`src/rtl/c_bit_packer.sv`:
```
// Bit-field packer: appends left-justified fields of up to IN_WIDTH bits into OUT_WIDTH-bit words.
// Optional macro C_BIT_PACKER_CHECK_EN adds a sticky error port and clamps oversized in_count.
module c_bit_packer #(
   parameter int unsigned IN_WIDTH  = 8,
   parameter int unsigned OUT_WIDTH = 32
) (
   input  logic                                   clk,
   input  logic                                   reset_n,
   input  logic                                   in_valid,
   output logic                                   in_ready,
   input  logic [IN_WIDTH-1:0]                    in_data,
   input  logic [$clog2(IN_WIDTH+1)-1:0]          in_count,
   input  logic                                   in_last,
   output logic                                   out_valid,
   input  logic                                   out_ready,
   output logic [OUT_WIDTH-1:0]                   out_data,
   output logic [$clog2(OUT_WIDTH+1)-1:0]         out_count,
   output logic                                   out_last
`ifdef C_BIT_PACKER_CHECK_EN
   ,
   output logic                                   error
`endif
);

   localparam int unsigned BUF_W  = 2*OUT_WIDTH + IN_WIDTH - 1;
   localparam int unsigned CNT_W  = $clog2(IN_WIDTH+1);
   localparam int unsigned FILL_W = $clog2(BUF_W+1);
   localparam int unsigned OCNT_W = $clog2(OUT_WIDTH+1);

   typedef enum logic {RUN, FLUSH} state_t;

   // First bit of a field/word sits in the MSB of the vector.
   logic [BUF_W-1:0]  r_buf;
   logic [FILL_W-1:0] r_fill;
   state_t            r_state;
   logic              r_in_ready;
   logic              r_out_valid;
   logic              r_out_last;
   logic [OCNT_W-1:0] r_out_count;

   logic              w_in_fire;
   logic              w_out_fire;
   logic [CNT_W-1:0]  w_cnt;
   logic [IN_WIDTH-1:0] w_mask;
   logic [BUF_W-1:0]  w_field;
   logic [BUF_W-1:0]  w_buf_nxt;
   logic [FILL_W-1:0] w_fill_nxt;
   state_t            w_state_nxt;

   // Shift out a word first, then append the new field at the post-shift fill.
   always_comb begin
      w_in_fire  = in_valid & r_in_ready;
      w_out_fire = r_out_valid & out_ready;
      w_cnt      = in_count;
`ifdef C_BIT_PACKER_CHECK_EN
      if (in_count > CNT_W'(IN_WIDTH)) w_cnt = CNT_W'(IN_WIDTH);
`endif
      w_mask      = ~({IN_WIDTH{1'b1}} >> w_cnt);
      w_field     = {in_data & w_mask, {(BUF_W-IN_WIDTH){1'b0}}};
      w_buf_nxt   = r_buf;
      w_fill_nxt  = r_fill;
      w_state_nxt = r_state;
      if (w_out_fire) begin
         w_buf_nxt  = r_buf << OUT_WIDTH;
         w_fill_nxt = (r_fill >= FILL_W'(OUT_WIDTH)) ? r_fill - FILL_W'(OUT_WIDTH) : '0;
         if (r_out_last) w_state_nxt = RUN;
      end
      if (w_in_fire) begin
         w_buf_nxt  = w_buf_nxt | (w_field >> w_fill_nxt);
         w_fill_nxt = w_fill_nxt + FILL_W'(w_cnt);
         if (in_last) w_state_nxt = FLUSH;
      end
   end

   // Handshake flags are registered from the next-state values.
   always_ff @(posedge clk or negedge reset_n) begin
      if (!reset_n) begin
         r_buf       <= '0;
         r_fill      <= '0;
         r_state     <= RUN;
         r_in_ready  <= 1'b1;
         r_out_valid <= 1'b0;
         r_out_last  <= 1'b0;
         r_out_count <= '0;
      end else begin
         r_buf       <= w_buf_nxt;
         r_fill      <= w_fill_nxt;
         r_state     <= w_state_nxt;
         r_in_ready  <= (w_state_nxt == RUN) && (w_fill_nxt < FILL_W'(2*OUT_WIDTH));
         r_out_valid <= (w_fill_nxt >= FILL_W'(OUT_WIDTH)) || (w_state_nxt == FLUSH);
         r_out_last  <= (w_state_nxt == FLUSH) && (w_fill_nxt <= FILL_W'(OUT_WIDTH));
         r_out_count <= (w_fill_nxt >= FILL_W'(OUT_WIDTH)) ? OCNT_W'(OUT_WIDTH)
                                                          : OCNT_W'(w_fill_nxt);
      end
   end

`ifdef C_BIT_PACKER_CHECK_EN
   logic r_error;

   always_ff @(posedge clk or negedge reset_n) begin
      if (!reset_n)                                          r_error <= 1'b0;
      else if (w_in_fire && (in_count > CNT_W'(IN_WIDTH)))   r_error <= 1'b1;
   end

   assign error = r_error;
`endif

   assign in_ready  = r_in_ready;
   assign out_valid = r_out_valid;
   assign out_last  = r_out_last;
   assign out_count = r_out_count;
   assign out_data  = r_buf[BUF_W-1 -: OUT_WIDTH];

endmodule

```
`config.mk`:
```
export PLATFORM = sky130hd
export DESIGN_NAME = c_bit_packer
export DESIGN_NICKNAME = d
export VERILOG_FILES = /design/src/rtl/c_bit_packer.sv
export SDC_FILE = /design/constraint.sdc
export NUM_CORES = 1
export LEC_CHECK = 0
export BUFFER_PORTS_ARGS = -buffer_cell sky130_fd_sc_hd__clkbuf_2
export CORE_MARGIN = 2
export CORE_UTILIZATION = 32
export CTS_CLUSTER_DIAMETER = 150
export DETAILED_ROUTE_END_ITERATION = 10
export PLACE_DENSITY = 0.56
export RECOVER_POWER = 50
export REMOVE_ABC_BUFFERS = 1
export SLEW_MARGIN = 20
export SYNTH_ARGS = -nofsm -noshare
export SYNTH_HDL_FRONTEND = slang
export SYNTH_SLANG_ARGS = --single-unit
```
`constraint.sdc`:
```
create_clock -name clk -period 4.94 [get_ports clk]
set_input_delay 0 -clock clk [delete_from_list [all_inputs] [get_ports clk]]
set_output_delay 0 -clock clk [all_outputs]
set_load 0.03 [all_outputs]
```
==> results.toml <==
[route]
routedWlPerCell_um = 18.5
drtPass1Iterations = 5
remaining_drc_errors = 0
vias_per_cell = 5.48
routed_wl_um = 13500
drt_iter0_drc = 340
vias = 3999
final_antenna_net_count = 0

[logic_synthesis]
ys_ff_latch = 88
synth-edff-count = 0
async_flop_share = 1.00
yosysTopAreaCell = "dfrtp_1"
synth_cells = 523
yosys.cell_count.top_type = "dfrtp_1"
synth-seq-area-share = 0.458
avgSynthCellArea_um2 = 9.21
yosys-top-cells-area = "dfrtp_1 (45%), buf_4 (5.5%), nor2_1 (5.4%), nand2_1 (4.5%), o21ai_0 (3.9%)"
ys_types = 66
synth_ff_type = "dfrtp_1"
netlist_top_cells_count = "dfrtp_1 (87), nor2_1 (69), nand2_1 (58)"
yosys_warnings = 0
syn-cell-area_mm2 = 0.00482
yosysTopAreaCellShare = 0.452

[grt]
grt_max_degree = 89
gr-total-overflow = 0
grt_use_total = 0.171
grt_pass1_vias = 3850
grt_pass1_wl_um = 21500
antenna_found_initial = 0

[setup_path]
crit_slowest_cell = "nand4bb_1"
cp-end-kind = "register"
cp-start-kind = "register"
arrival_ns = 3.96
cpPeakStageDelay_ns = 0.67
cp_cell_sequence = "nand4bb_1 -> nand2_2 -> inv_1 -> ha_1 -> fa_1 -> a21o_1 -> a21oi_1 -> o21bai_1 -> and4b_1 -> or2_1 -> nor2b_1"
worstPathRequired_ns = 5.22
path_max_fanout = 15
critical_path_class = "reg -> reg"

[floorplanning]
start_util = 0.329
fp.dieArea_mm2 = 0.0160
die_h_um = 127
rows = 44
io_pins = 58
die_w_um = 127
core_mm2 = 0.0146

[cells_and_area]
syn_to_final_growth_pct = 9.46
nets = 563
final_core_util = 0.360
drive_gt1_frac = 0.119
diodes = 0

[sta]
skew_ns = 0.00736
fin_crit_ns = 3.69
timing.hold.ws_ns = 0.131
period_share = 0.746
max_freq_ghz = 0.271
drv_slew = 0
hold_violations = 0
setup_ws_ns = 1.25
slew_headroom = 0.469
rsz0062_at_grt = "no"
setup_viol = 0
fin_setup_tns_ns = 0
worstMarginPinSlew_ns = 0.796

[power]
total_power_w = 0.00305
p_leak_nw = 2.36
vdd_drop_max_mv = 0.377
power_density_mw_per_mm2 = 578

[clock_tree]
cts_resized = 0
cts_setup_buffers = 0
numCtsBuffers = 9
cts_tree = "built"
clock_latency_ns = 0.34
clock_path_buffers = 2
cts_max_level = 3
root_buffer = "clkbuf_16"
path_clk_slew_ns = 0.06
cts_sinks = 88

[placement]
place_ws_ns = 1.28
place_congestion = 0.867
io_buffers = 57
hpwlAfterDp_um = 9540

[status]
outcome = "complete, no violations"

[run]
cap_violations = 0

[min_path]
hold_path_class = "in -> reg"
power breakdown:
group / switching [W] / leakage, nW / internal [W] / total (W)
Clock: 0.000274 / 0.139 / 0.000353 / 0.000627
Sequential: 0.000146 / 1.16 / 0.000895 / 0.00104
Combinational: 0.00101 / 1.06 / 0.000374 / 0.00138
per-stage QoR:
| stage | std cells | cell area, um2 |
|---|---|---|
| 4_1_cts | 730 | 5310 |
| 3_3_place_gp | 712 | 5020 |
| 6_report | 730 | 5270 |
| 5_1_grt | 730 | 5270 |
| 3_5_place_dp | 712 | 5020 |
| 2_1_floorplan | 468 | 4480 |
area by class of cell:
| type | count | area (um2) |
|---|---|---|
| clock buffers | 11 | 243 |
| clock inverters | 5 | 32.5 |
| fillers | 1556 | 9370 |
| inverters | 15 | 56.3 |
| multi-input cells | 365 | 2220 |
| flip-flops and latches | 88 | 2200 |
| well taps | 184 | 230 |
| repair buffers | 62 | 288 |
worst paths after layout:
| check | startpoint | endpoint | slack (ns) | depth (start not counted) |
|---|---|---|---|---|
| min reg2reg | r_buf[25] | r_buf[25] | 0.48 | 2 |
| max | r_fill[6] | out_count[0] | 1.25 | 11 |
| min | in_data[7] | r_buf[70] | 0.13 | 5 |
| max reg2reg | r_fill[6] | out_count[0] | 1.25 | 11 |
| min in group asynchronous | reset_n | r_buf[68] | 0.27 | 2 |
| max in group asynchronous | reset_n | r_buf[59] | 4.10 | 2 |
worst max-delay path, delay by kind of cell (launching register included):
family,cells,cell delay (ns)
AOI/OAI and AO/OA,3,0.57
buffers and inverters,1,0.08
and+or+nand+nor,5,1.80
adders and majority gates,2,0.67
DFF,1,0.51
routing by layer:
layer	wire, um	global-route usage
met2	6290	0.271
met5	0	0
met4	191	0.0472
met3	730	0.0375
met1	6280	0.237
placed cells by master (no fill, tap or decap), types with 3 or more instances in the layout:
master     synthesis  layout
a211oi_1           3       3
a211oi_2           3       3
a21o_1             4       4
a21oi_1           12      12
a22oi_1            5       5
a31oi_1            5       5
and2_1             4       4
and3_1             5       5
buf_4             35       3
clkbuf_1          18      38
clkbuf_16          0       9
clkbuf_2           0      19
clkinv_2           0       3
dfrtp_1           87      87
ha_1               4       4
inv_1             15      15
mux2_2             5       5
mux2i_1           18      18
nand2_1           58      57
nand2_2            3       4
nand3_1           18      18
nor2_1            69      69
nor2b_1            3       3
nor3_1             9       9
o21ai_0           38      38
o21ai_1            5       5
o221ai_1          20      20
o22ai_1           20      20
or3_1              4       4
registers in the layout, summed over array words and instances (netlist names):
signal / flops
r_buf: 71
r_fill: 7
out_count: 6
in_ready: 1
out_last: 1
out_valid: 1
r_state: 1
cells by family after synthesis:
| family | after synthesis | share of synthesized area |
|---|---|---|
| AOI/OAI and AO/OA | 140 | 0.203 |
| buffers and inverters | 70 | 0.0824 |
| DFF | 88 | 0.458 |
| xor gates and xnor gates | 4 | 0.00728 |
| adders and majority gates | 6 | 0.0166 |
| muxes | 23 | 0.0491 |
| and+or+nand+nor | 192 | 0.184 |
timing repair:
action | 4_1_cts | 5_1_grt
hold endpoints to repair | 89 | 0
setup endpoints to repair | 0 | 0
hold buffers | 2 | 0
No activity file was read; power rests on OpenSTA's default activity.
